## src/rtl/bsk_led_ctrl.sv

```systemverilog
// bsk_led_ctrl: LED state controller in front of the front-panel LED latch driver.
//
// Holds the transmitter (PRD) and receiver (PRM) LED images, which the local CPU
// writes over a small register bus. It applies per-bit blinking and a timed
// lamp test, and drives the registered 16-bit images that the latch driver consumes.
//
// Ports:
//   clk          system clock, all state changes on the rising edge
//   iRst         asynchronous active-high reset
//   iWr, iRd     register write / read strobes, sampled on the rising edge
//   iAddr        0 = PRD_ON, 1 = PRM_ON, 2 = PRD_BLINK, 3 = PRM_BLINK
//   iData        write data
//   iLampTest    lamp-test request, level sampled; retriggers while held
//   oRdData      registered read data (read-before-write on simultaneous access)
//   oLedPrd      PRD LED image, 1 = lit
//   oLedPrm      PRM LED image, 1 = lit
//   oBlinkPhase  current blink phase, 1 = on phase
//
// Parameters:
//   BLINK_DIV    clk cycles per blink half-period (2..65535)
//   LAMP_TICKS   clk cycles the lamp test forces every LED on (1..2^20-1)

module bsk_led_ctrl #(
  parameter int unsigned BLINK_DIV  = 50000,
  parameter int unsigned LAMP_TICKS = 100000
) (
  input  logic        clk,
  input  logic        iRst,
  input  logic        iWr,
  input  logic        iRd,
  input  logic [1:0]  iAddr,
  input  logic [15:0] iData,
  input  logic        iLampTest,
  output logic [15:0] oRdData,
  output logic [15:0] oLedPrd,
  output logic [15:0] oLedPrm,
  output logic        oBlinkPhase
);

  // Counter widths are derived from the parameters. The lamp counter must hold
  // LAMP_TICKS-1, and it needs at least one bit even when LAMP_TICKS is 1.
  localparam int unsigned BlinkW = $clog2(BLINK_DIV);
  localparam int unsigned LampW  = $clog2(LAMP_TICKS + 1);

  localparam logic [BlinkW-1:0] BlinkLast = BlinkW'(BLINK_DIV - 1);
  localparam logic [BlinkW-1:0] BlinkOne  = BlinkW'(1);
  localparam logic [LampW-1:0]  LampLoad  = LampW'(LAMP_TICKS - 1);
  localparam logic [LampW-1:0]  LampOne   = LampW'(1);

  typedef enum logic [0:0] {
    StIdle,
    StTest
  } state_e;

  // ---------------------------------------------------------------------------
  // State
  // ---------------------------------------------------------------------------
  logic [15:0]       prd_on_q, prd_on_d;
  logic [15:0]       prm_on_q, prm_on_d;
  logic [15:0]       prd_blink_q, prd_blink_d;
  logic [15:0]       prm_blink_q, prm_blink_d;
  logic [15:0]       rd_data_q, rd_data_d;
  logic [15:0]       led_prd_q, led_prd_d;
  logic [15:0]       led_prm_q, led_prm_d;
  logic [BlinkW-1:0] blink_cnt_q, blink_cnt_d;
  logic              phase_q, phase_d;
  logic [LampW-1:0]  lamp_cnt_q, lamp_cnt_d;
  state_e            state_q, state_d;

  logic [15:0]       rd_sel;
  logic              blink_wrap;
  logic [15:0]       blink_mask;

  // ---------------------------------------------------------------------------
  // Register bus
  // ---------------------------------------------------------------------------
  // The read mux looks at the current register contents. A write on the same
  // edge therefore returns the old value (read-before-write).
  always_comb begin
    rd_sel = prd_on_q;
    unique case (iAddr)
      2'd0: rd_sel = prd_on_q;
      2'd1: rd_sel = prm_on_q;
      2'd2: rd_sel = prd_blink_q;
      2'd3: rd_sel = prm_blink_q;
      default: rd_sel = prd_on_q;
    endcase
  end

  always_comb begin
    prd_on_d    = prd_on_q;
    prm_on_d    = prm_on_q;
    prd_blink_d = prd_blink_q;
    prm_blink_d = prm_blink_q;
    if (iWr) begin
      unique case (iAddr)
        2'd0: prd_on_d    = iData;
        2'd1: prm_on_d    = iData;
        2'd2: prd_blink_d = iData;
        2'd3: prm_blink_d = iData;
        default: prd_on_d = prd_on_q;
      endcase
    end
  end

  assign rd_data_d = iRd ? rd_sel : rd_data_q;

  // ---------------------------------------------------------------------------
  // Blink timer: free-running and independent of the bus and the lamp test
  // ---------------------------------------------------------------------------
  always_comb begin
    blink_wrap  = (blink_cnt_q == BlinkLast);
    blink_cnt_d = blink_wrap ? '0 : blink_cnt_q + BlinkOne;
    phase_d     = phase_q ^ blink_wrap;
  end

  // ---------------------------------------------------------------------------
  // Lamp-test FSM
  // ---------------------------------------------------------------------------
  // A request always reloads the counter. It takes priority over the
  // expiry check, so holding iLampTest high keeps the FSM in StTest.
  always_comb begin
    state_d    = state_q;
    lamp_cnt_d = lamp_cnt_q;
    unique case (state_q)
      StIdle: begin
        if (iLampTest) begin
          state_d    = StTest;
          lamp_cnt_d = LampLoad;
        end
      end
      StTest: begin
        if (iLampTest) begin
          lamp_cnt_d = LampLoad;
        end else if (lamp_cnt_q == '0) begin
          state_d = StIdle;
        end else begin
          lamp_cnt_d = lamp_cnt_q - LampOne;
        end
      end
      default: begin
        state_d    = StIdle;
        lamp_cnt_d = '0;
      end
    endcase
  end

  // ---------------------------------------------------------------------------
  // LED images
  // ---------------------------------------------------------------------------
  // The images are built from the registered state. A write or a phase toggle
  // therefore shows one edge later. Forcing on state_q (not state_d) gives an
  // all-on window that starts the edge after entry and ends on the exit edge.
  always_comb begin
    blink_mask = {16{~phase_q}};
    if (state_q == StTest) begin
      led_prd_d = 16'hFFFF;
      led_prm_d = 16'hFFFF;
    end else begin
      led_prd_d = prd_on_q & ~(prd_blink_q & blink_mask);
      led_prm_d = prm_on_q & ~(prm_blink_q & blink_mask);
    end
  end

  // ---------------------------------------------------------------------------
  // Sequential state
  // ---------------------------------------------------------------------------
  always_ff @(posedge clk or posedge iRst) begin
    if (iRst) begin
      prd_on_q    <= '0;
      prm_on_q    <= '0;
      prd_blink_q <= '0;
      prm_blink_q <= '0;
      rd_data_q   <= '0;
      led_prd_q   <= '0;
      led_prm_q   <= '0;
      blink_cnt_q <= '0;
      phase_q     <= 1'b1;
      lamp_cnt_q  <= '0;
      state_q     <= StIdle;
    end else begin
      prd_on_q    <= prd_on_d;
      prm_on_q    <= prm_on_d;
      prd_blink_q <= prd_blink_d;
      prm_blink_q <= prm_blink_d;
      rd_data_q   <= rd_data_d;
      led_prd_q   <= led_prd_d;
      led_prm_q   <= led_prm_d;
      blink_cnt_q <= blink_cnt_d;
      phase_q     <= phase_d;
      lamp_cnt_q  <= lamp_cnt_d;
      state_q     <= state_d;
    end
  end

  assign oRdData     = rd_data_q;
  assign oLedPrd     = led_prd_q;
  assign oLedPrm     = led_prm_q;
  assign oBlinkPhase = phase_q;

endmodule

```

## config.mk

```make
export PLATFORM = sky130hd
export DESIGN_NAME = bsk_led_ctrl
export DESIGN_NICKNAME = d
export VERILOG_FILES = /design/src/rtl/bsk_led_ctrl.sv
export SDC_FILE = /design/constraint.sdc
export NUM_CORES = 1
export LEC_CHECK = 0
export CAP_MARGIN = 20
export CORE_MARGIN = 3
export CORE_UTILIZATION = 51
export DETAILED_ROUTE_END_ITERATION = 8
export PLACE_DENSITY = 0.84
export SYNTH_ARGS = -nofsm -noshare
export SYNTH_HDL_FRONTEND = slang
export SYNTH_SLANG_ARGS = --single-unit
```

## constraint.sdc

```tcl
create_clock -name clk -period 4.6 [get_ports clk]
set_input_delay 0.69 -clock clk [delete_from_list [all_inputs] [get_ports clk]]
set_output_delay 0.69 -clock clk [all_outputs]
set_load 0.005 [all_outputs]
```

[Word level (Yosys, flattened, before mapping)]
Cells that the tools add are included.
Storage, ports and cells
  input port bits: 23
  output and inout port bits: 49
  register bits after elaboration: 147
  logic and storage cells: 47
Cells by class
  reduce and logical (&&, ||, !) cells: 7
  equal/unequal tests: 6
  mux-type cells: 12
  bitwise gates (word level): 9
  add/subtract/negate cells: 2
Operator list (number)
  $and 16x16->16: 4
  $pmux 16 s4: 1
  $mux 17: 3
  $mux 16: 3
  $pmux 17 s2: 1
  $not 16->16: 2
  $logic_not 17->1: 1
  $sub 17x1->17 const B: 1
  $add 16x1->16 const B: 1
  $eq 16x16->1 const B: 1
  $reduce_and 2->1: 5
  $eq 2x2->1 const B: 2
  $mux 1: 3
  $ne 3x3->1 const B: 1
  $eq 2x1->1 const B: 1
  $logic_not 2->1: 1
  $ne 2x2->1 const B: 1
  $not 1->1: 2
  $pmux 1 s2: 1
  $xor 1x1->1: 1

[Depth between registers and ports, before layout]
  depth after elaboration: 5
  mapped depth: 8

[Least setup slack after synthesis]
No wires, ideal clock.
  path type: input port to flip-flop
  from: in iAddr[0]
  to: reg prd_on_q[0]
  data arrival time: 2267 ps
  cell stages on the path: 4
  path slack: 2208 ps
  path buffers: 2
  library setup time: 125 ps
  path through: clkbuf_1 > nor3b_1 > buf_2 > mux2_2
On the way
  word-level cells in the longest chain between the ends: 2
RTL lines
  start: declaration: RTL line 31  | input logic [1:0] iAddr,
  $logic_not 2->1: RTL line 96  | unique case (iAddr)
  $reduce_and 2->1 (no source line)
  end signal: assignment: RTL line 182  | prd_on_q <= prd_on_d;
  end: declaration: RTL line 58  | logic [15:0] prd_on_q, prd_on_d;
No other way between the ends.
A chain may end at the register's enable or synchronous reset.

[Worst setup path in the final report]
  from: reg phase_q (netlist: oBlinkPhase)
  to: out oBlinkPhase
RTL lines
  start: declaration: RTL line 66  | logic phase_q, phase_d;
  start signal: assignment: RTL line 190  | phase_q <= phase_d;
  end: declaration: RTL line 37  | output logic oBlinkPhase
No word-level cell between the ends.

==> results.json <==
{
  "worstSetupEndpointType": "output port",
  "tightest_slew_ps": 992.8,
  "grtUsageTotal_pct": 20.56,
  "fmax_mhz": 381.5,
  "vias": 4208,
  "relSlewSlack_pct": 33.61,
  "critPathTopFamily": "flip-flops",
  "seqCellArea_sq_um": 3680,
  "grt_use_met2_pct": 34.26,
  "worstSetupPathType": "reg2out",
  "max_stage_delay_ps": 890,
  "status": "finished, final reports clean",
  "synth_edf_count": 0,
  "multi_input_area_sq_um": 2714,
  "critPathBufInv": 1,
  "cap_violations": 0,
  "rrSetupSlack_ps": 2210,
  "yosys-top-cells-area": "dfrtp_1 56%, mux2_2 15%, mux4_2 5.5%",
  "regToRegStartpoint": "lamp_cnt_q[0]$_DFFE_PP0P_",
  "cts_made_buffers": 17,
  "grt_max_degree": 84,
  "syn_inst": 490,
  "die_y_microns": 119.1,
  "grt_pass1_vias": 4519,
  "grtUsageMet3_pct": 5.318,
  "rsz0062_at_grt": "no",
  "fin_skew_ps": 5.996,
  "fillers": 878,
  "min_to": "blink_cnt_q[0]$_DFF_PP0_",
  "cts_sinks": 147,
  "power_density_nw_per_um2": 429.9,
  "routed_via_density": 5.671,
  "initial_core_util_pct": 53.18,
  "required_ps": 3910,
  "num_rows": 40,
  "grt_pass1_wl_mm": 23.06,
  "diodes": 0,
  "drt_wl_total_mm": 13.48,
  "period_share_pct": 56.99,
  "whs_path_depth": 1,
  "post_drt_wl_per_cell_microns": 18.17,
  "path_clk_slew_ps": 60,
  "hold_viol": 0,
  "drv_slew": 0,
  "dpl.hpwl_mm": 8.583,
  "finalWorstSetupSlack_ps": 1979,
  "crit_path_start_kind": "flop",
  "netlist_area_sq_um": 6521,
  "worstPathMaxFanout": 34,
  "io_pins": 72,
  "portBuffers": 71,
  "fin_nets": 586,
  "core_sq_um": 12260,
  "drt-initial-drc-count": 364,
  "dieWidth_microns": 119.1,
  "worstRegToRegCells": 6,
  "clockRootBuffer": "clkbuf_16",
  "hp-class": "reg2reg",
  "htreeDepth": 4,
  "cts_resized": 0,
  "die_area_sq_um": 14180,
  "min_from": "blink_cnt_q[0]$_DFF_PP0_",
  "layout-drive-gt1-share_pct": 25.78,
  "finalSetupViolations": 0,
  "clock_path_buffers": 2,
  "grt.overflow.total": 0,
  "avgSynthCellArea_sq_um": 13.31,
  "top_usage_layer": "met2",
  "setup_tns_ps": 0,
  "synth_top_area_cell": "dfrtp_1",
  "cts_tree": "built",
  "path_cells": "clkdlybuf4s50_1",
  "leakage_nw": 3.268,
  "worstReg2RegEnd": "lamp_cnt_q[9]$_DFFE_PP0P_",
  "yosys_warnings": 0,
  "synth-seq-cells": 147,
  "ir_drop_mv": 0.4533,
  "ctsHoldBuffers": 0,
  "antenna_found_initial": 0,
  "clk_latency_ps": 420,
  "first_pass_iters": 4,
  "drtAntennaViolNets": 0,
  "synth_top_area_share_pct": 56.02,
  "post-place-ws_ps": 1733,
  "synth.distinct_cells": 44,
  "synth-seq-area-share_pct": 56.43,
  "drc": 0,
  "met1_usage_pct": 26.49,
  "async_flop_share_pct": 100.0,
  "worstPathArrival_ps": 1930,
  "synth_flop_cell": "dfrtp_1",
  "syn2layout_area_growth_pct": 23.27,
  "syn_nets": 515,
  "place_congestion": 0.8213,
  "cp_slowest_cell": "dfstp_2",
  "post_cts_buffers": 0,
  "min_period_ps": 2621
}
where the power goes:
group          internal (W)  switching, W
Sequential          0.00145      0.000119
Combinational      0.000283      0.000161
Clock              0.000920      0.000521
Total               0.00265      0.000801
worst max-delay path by stage:
stage	from	slack, ps	to	cells after the start
4_1_cts	oBlinkPhase$_DFF_PP1_	1960	oBlinkPhase	1
3_5_place_dp	iAddr[1]	1730	prd_blink_q[0]$_DFFE_PP0P_	4
2_1_floorplan	iRst	2060	blink_cnt_q[0]$_DFF_PP0_	1
6_report	oBlinkPhase$_DFF_PP1_	1980	oBlinkPhase	1
3_3_place_gp	iAddr[1]	1810	prd_blink_q[8]$_DFFE_PP0P_	4
5_1_grt	oBlinkPhase$_DFF_PP1_	1910	oBlinkPhase	1
through the flow:
stage	power, W	hold slack, ps	utilization (%)	instances	area [sq um]
after detailed placement	0.002033	458.8	60.34	709	7398
after global placement	0.002004	441.3	60.34	709	7398
after global routing	0.003610	506.0	65.56	742	8039
after floorplan	0.001837	424.4	-	490	6525
after CTS	0.003482	468.3	65.44	741	8024
final	0.003456	462.9	65.56	742	8039
area by class of cell:
| class | instances | share of cell area (%) |
|---|---|---|
| Inverter | 6 | 0.3268 |
| Clock buffer | 19 | 5.510 |
| Sequential cell | 147 | 45.77 |
| Clock inverter | 13 | 2.272 |
| Timing Repair Buffer | 78 | 9.743 |
| Tap cell | 168 | 2.615 |
| Multi-Input combinational cell | 311 | 33.76 |
cell usage in the layout (no fill, tap or decap), drive strengths merged, types with 8 or more instances in the layout:
| cell | n |
|---|---|
| nand2b | 37 |
| nor3 | 9 |
| clkdlybuf4s50 | 71 |
| nand3 | 8 |
| mux4 | 16 |
| nor2 | 21 |
| clkbuf | 19 |
| mux2 | 85 |
| a21o | 32 |
| nand2 | 12 |
| a211oi | 8 |
| nor4 | 8 |
| dfrtp | 146 |
flip-flops by register name, indices dropped and copies added (netlist names), 16 cells and up:
signal	cells
oLedPrm	16
lamp_cnt_q	17
prm_on_q	16
oRdData	16
oLedPrd	16
blink_cnt_q	16
prd_on_q	16
prm_blink_q	16
prd_blink_q	16
synth_stat cells (4+ instances only):
| cell | count |
|---|---|
| nand3b_1 | 5 |
| nand2b_1 | 37 |
| buf_2 | 4 |
| mux2_2 | 85 |
| inv_1 | 6 |
| nand2_1 | 12 |
| dfrtp_1 | 146 |
| mux2i_1 | 5 |
| nor3_1 | 9 |
| nor4_1 | 7 |
| nand3_1 | 8 |
| o21ai_0 | 4 |
| a211oi_1 | 8 |
| xnor2_1 | 5 |
| xor2_1 | 6 |
| a21o_1 | 32 |
| clkbuf_1 | 21 |
| and3_1 | 7 |
| nor2_1 | 21 |
| mux4_2 | 16 |
| nor2b_1 | 5 |
layer usage:
layer / up-vias / routed length (microns)
met1: 2190 / 5804
met4: 0 / 122
li1: 1917 / -
met2: 91 / 6975
met5: - / 0
met3: 10 / 579
logic make-up (layout without fill, tap and decap cells):
| logic type | Yosys count | in the layout | share of synthesized area [%] |
|---|---|---|---|
| flip-flops | 147 | 147 | 56.43 |
| AND/OR/NAND/NOR | 136 | 136 | 12.45 |
| multiplexers | 106 | 106 | 20.97 |
| AO/OA/AOI/OAI | 56 | 56 | 6.255 |
| buffers and inverters | 32 | 116 | 2.034 |
| XOR/XNOR | 11 | 11 | 1.477 |
| adder cells (fa/ha/maj) | 2 | 2 | 0.3837 |
Note: power is estimated with default switching activity, not from simulation.
==> RTL edit 1 (config.mk and constraints unchanged) <==
Take the reset off `rd_data_q` and load it in a clocked block of its own.
--- a/src/rtl/bsk_led_ctrl.sv
+++ b/src/rtl/bsk_led_ctrl.sv
@@ -172,5 +172,4 @@
       prd_blink_q <= '0;
       prm_blink_q <= '0;
-      rd_data_q   <= '0;
       led_prd_q   <= '0;
       led_prm_q   <= '0;
@@ -184,5 +183,4 @@
       prd_blink_q <= prd_blink_d;
       prm_blink_q <= prm_blink_d;
-      rd_data_q   <= rd_data_d;
       led_prd_q   <= led_prd_d;
       led_prm_q   <= led_prm_d;
@@ -194,4 +192,8 @@
   end
 
+  always_ff @(posedge clk) begin
+    rd_data_q <= rd_data_d;
+  end
+
   assign oRdData     = rd_data_q;
   assign oLedPrd     = led_prd_q;
Function: differs if iRst is asserted again (counterexample within 4 cycles, from zero or initial values and one cycle with iRst high); with iRst held inactive, the same outputs for 4 cycles.
==> RTL edit 1 against the original RTL <==
  * Final cell count fell by 9.0%
  * Power fell by 4.3%
  * Critical path type is now input pin to flop
  * Worst setup slack got worse by 0.24 ns
  * Largest power group unchanged
  * Final area fell by 3.6%
  * Routed wire length fell by 5.8%
  * Area after synthesis fell by 4.5%
  * Sequential cell count did not move
==> RTL edit 1: results <==
[layout]
fin_cells = 675
largest_reg_flops = 17
diodes = 0
regMostFlops = "lamp_cnt_q"
layout-drive-gt1-share_pct = 23.68
fin_nets = 545

[placed_design]
dpl.cell_count = 643
dp.final_hpwl_um = 7933
place.gp.congestion = 0.8048
placement.io_buffers = 71

[clocking]
cts_made_buffers = 17
clk_pin_slew_worst_paths_ns = 0.06
ctsResizeCount = 0
cts-root-buf = "clkbuf_16"

[synthesis]
async_flop_share_pct = 89.12
synth_top_flop_cell = "dfrtp_1"
synth_edf_count = 16
synthTopCellsByArea = "dfrtp_1 (52%), mux2_2 (12%), edfxtp_1 (7.7%)"
syn_inst = 443
ys_top_cells_by_count = "dfrtp_1 (130), mux2_2 (65), nand2b_1 (39)"
ys_types = 45
synth_area_sq_mm = 0.006231
syn-num-nets = 468
synth.yosys.seq_area_share_pct = 60.34

[routing]
drt-pass1-iter-count = 4
drt_wl_total_um = 12700
drt-initial-drc-count = 241
num_vias = 3837

[critical_path]
arrival_ns = 3.15
crit_path_end = "prd_on_q[12]"
r2r-start = "lamp_cnt_q[0]"
worst-r2r-setup-slack_ns = 2.19
r2r_end = "lamp_cnt_q[4]"
worstRegToRegCells = 7
worstSetupStartpoint = "iAddr[1]"
cp_max_fo = 11

[min_path]
min_from = "blink_cnt_q[0]"
holdCritPathClass = "flop to flop"
min_to = "blink_cnt_q[0]"

[outcome]
status = "finished, final reports clean"

[global_routing]
track_usage_pct = 20.13
grt_pass1_vias = 4123
grt_pass1_wl_um = 20820
grt_max_degree = 81

[pwr]
p_leak_nw = 3.101
ir_drop_mv = 0.2193

[timing]
tightest_slew_ns = 1.015
fin_skew_ns = 0.004542
## RTL edit 1: layer usage
| metal | wire, um | share of wire [%] | vias to the layer above | track usage (%) |
|---|---|---|---|---|
| met5 | 0 | 0 | - | 0 |
| met4 | 182 | 1.4 | 0 | 6.116 |
| met3 | 560 | 4.4 | 16 | 4.870 |
| met2 | 6755 | 53 | 89 | 35.62 |
| met1 | 5204 | 41 | 1991 | 24.53 |
| li1 | - | - | 1741 | - |
## RTL edit 1: layout make-up
cell class                 instances  area [sq um]
fill                             796          3916
sequential                       147          3760
multi-input combinational        273          2376
timing repair buffer              78         795.8
clock buffer                      23         499.2
tap                              143         178.9
clock inverter                     8         122.6
inverter                           3         13.76
## RTL edit 1: worst max-delay path: stages
cell and delay (ns):
clkdlybuf4s50_1 0.72, buf_4 0.34, nor3b_2 0.68, buf_4 0.34
mux2_2 0.36
## RTL edit 1: per-stage QoR
stage | setup slack, ns | cell area [sq um] | hold slack [ns]
floorplan | 0.4140 | 6231 | 0.4548
global route | 1.662 | 7746 | 0.5169
global placement | 1.310 | 7097 | 0.4681
finish | 1.743 | 7746 | 0.4910
CTS | 1.716 | 7719 | 0.4944
detailed placement | 1.298 | 7097 | 0.4869
## RTL edit 1: kinds of logic (layout without fill, tap and decap cells)
group	Yosys count	in the layout	synth area share, %
buffers and inverters	23	112	1.526
DFF	147	147	60.34
muxes	82	82	17.69
and+or+nand+nor	122	122	11.79
xor gates and xnor gates	20	20	2.811
AOI/OAI and AO/OA	47	47	5.442
adders and majority gates	2	2	0.4015
## RTL edit 1: where the power goes
part / switching (mW) / leakage (nW) / internal [mW]
registers: 0.0920 / 1.61 / 1.46
clock network: 0.505 / 0.308 / 0.925
logic: 0.125 / 1.18 / 0.205
==> RTL edit 2 (same flow settings) <==
Made on the original files. Change the parameter `LAMP_TICKS` from 100000 to 50000.
--- a/src/rtl/bsk_led_ctrl.sv
+++ b/src/rtl/bsk_led_ctrl.sv
@@ -23,5 +23,5 @@
 module bsk_led_ctrl #(
   parameter int unsigned BLINK_DIV  = 50000,
-  parameter int unsigned LAMP_TICKS = 100000
+  parameter int unsigned LAMP_TICKS = 50000
 ) (
   input  logic        clk,
Formal check against the unedited RTL: same outputs for any inputs over 4 cycles, from zero or initial values and one cycle with iRst high; that may be too few to reach the edited logic, so the function may still have changed.
==> RTL edit 2 against the original RTL <==
  * Core utilization shrank 0.79 points
  * Critical endpoint is now prm_blink_q[15]
  * Final cell count is 3.1% lower
  * Non-clock buffer count down 2
  * Critical path type is now input pin to flop
  * Routed wire length shrank 2.9%
  * Sequential share of layout area increased by 0.81 points
  * Critical path depth grew 2
  * Sequential cell count fell by 1
  * Area after synthesis decreased by 2.6%
  * Die area is 2.4% lower
  * Power is 3.5% lower
  * Largest power group unchanged
  * Final area is 2.4% lower
  * Worst setup slack got worse by 0.0024 ns
==> RTL edit 2: results <==
[outcome]
status = "finished, final reports clean"

[critical_path]
worstRegToRegCells = 4
r2r-start = "lamp_cnt_q[10]"
crit_family = "buffers and inverters"
worstSetupStartpoint = "iAddr[0]"
arrival_ns = 2.92
slowest_delay_ns = 0.83
crit_slowest_cell = "clkdlybuf4s50_1"
worst-r2r-setup-slack_ns = 2.60
r2r_end = "state_q"
cp_max_fo = 16

[clocking]
clk_pin_slew_worst_paths_ns = 0.05
post_cts_buffers = 0
cts-root-buf = "clkbuf_16"
h-tree-depth = 4
cts_made_buffers = 17
cts_buffer_depth = 2
ctsResizeCount = 0
insertion_delay_ns = 0.42

[timing]
hold_ws_ns = 0.4891
relSlewSlack_pct = 28.26
fin_skew_ns = 0.004721

[layout]
layout-drive-gt1-share_pct = 26.32
fin_nets = 564
diodes = 0

[synthesis]
ys_top_cells_by_count = "dfrtp_1 (145), mux2_2 (82), nand2b_1 (33)"
ys_types = 47
syn-num-nets = 490
async_flop_share_pct = 100.0
synth.yosys.seq_area_share_pct = 57.51
synthTopCellsByArea = "dfrtp_1 (57%), mux2_2 (15%), mux4_2 (5.7%)"
synth.top_cell.area_share_pct = 57.10
synth_warnings = 0

[min_path]
hold_depth = 1
min_to = "blink_cnt_q[0]"
min_from = "blink_cnt_q[0]"
holdCritPathClass = "flop to flop"

[routing]
drt_wl_total_um = 13090
drt-pass1-iter-count = 4
drt-initial-drc-count = 326
vias_per_cell = 5.620

[placed_design]
dp.final_hpwl_um = 8312
placement.io_buffers = 71
place_area_sq_mm = 0.007247
place.gp.congestion = 0.7684

[global_routing]
antenna_found_initial = 0
grt_max_degree = 82
grt_pass1_wl_um = 21630
track_usage_pct = 19.93
grt_pass1_vias = 4220

[pwr]
p_switching_mw = 0.7664
ir_drop_mv = 0.2732
p_leak_nw = 3.179
[RTL edit 2: cell count changes after synthesis, sizes merged, moves of 5 or more]
cell	delta
buf	+5
xnor2	+5
a211oi	-5
nand2	-5
clkbuf	-10
nand4	+6
[RTL edit 2: cell families after synthesis]
group / synth area share [%]
AOI/OAI and AO/OA: 5.690
xor gates and xnor gates: 2.067
adders and majority gates: 0.3937
buffers and inverters: 1.693
DFF: 57.51
muxes: 21.15
and+or+nand+nor: 11.50
[RTL edit 2: worst max path at each step]
| stage | end | slack, ns | cells past startpoint |
|---|---|---|---|
| detailed placement | prm_blink_q[15] | 1.55 | 3 |
| global placement | prd_blink_q[8] | 1.61 | 3 |
| floorplan | blink_cnt_q[0] | 2.08 | 1 |
| global route | prm_blink_q[8] | 1.82 | 3 |
| finish | prm_blink_q[15] | 1.98 | 3 |
| CTS | prm_blink_q[15] | 1.97 | 3 |
[RTL edit 2: worst reg2reg max path: cells and delay by family (launching register included)]
kind,cells,cell delay [ns]
simple gates,3,1.17
flops,1,0.44
compound gates,1,0.26
[RTL edit 2: area by class of cell]
class	count	area, sq um
clock buffer	22	494.2
clock inverter	9	103.9
fill	871	4267
inverter	5	22.52
multi-input combinational	293	2599
sequential	146	3655
tap	168	210.2
timing repair buffer	76	760.7
[RTL edit 2: power groups by stage]
| stage | sequential, mW | clock (mW) | combinational (mW) |
|---|---|---|---|
| 2_1_floorplan | 1.53 | 0 | 0.258 |
| 3_3_place_gp | 1.56 | 0 | 0.401 |
| 3_5_place_dp | 1.57 | 0 | 0.419 |
| 4_1_cts | 1.55 | 1.39 | 0.424 |
| 5_1_grt | 1.57 | 1.44 | 0.455 |
| 6_report | 1.55 | 1.37 | 0.416 |
[RTL edit 2: metrics by stage]
stage                     cells  utilization (%)  setup WS (ns)
after detailed placement    688            59.83          1.552
after floorplan             465                -          2.078
after global placement      688            59.83          1.613
final                       719            64.77          1.976
after global routing        719            64.77          1.817
after CTS                   719            64.77          1.971
[RTL edit 2: layer usage]
metal	vias up	routed length (um)	global-route usage, %	share of wire (%)
met5	-	0	0	0
met4	0	150	6.593	1.1
met3	16	566	5.911	4.3
met2	97	6635	32.02	51
met1	2093	5734	26.17	44
li1	1835	-	-	-
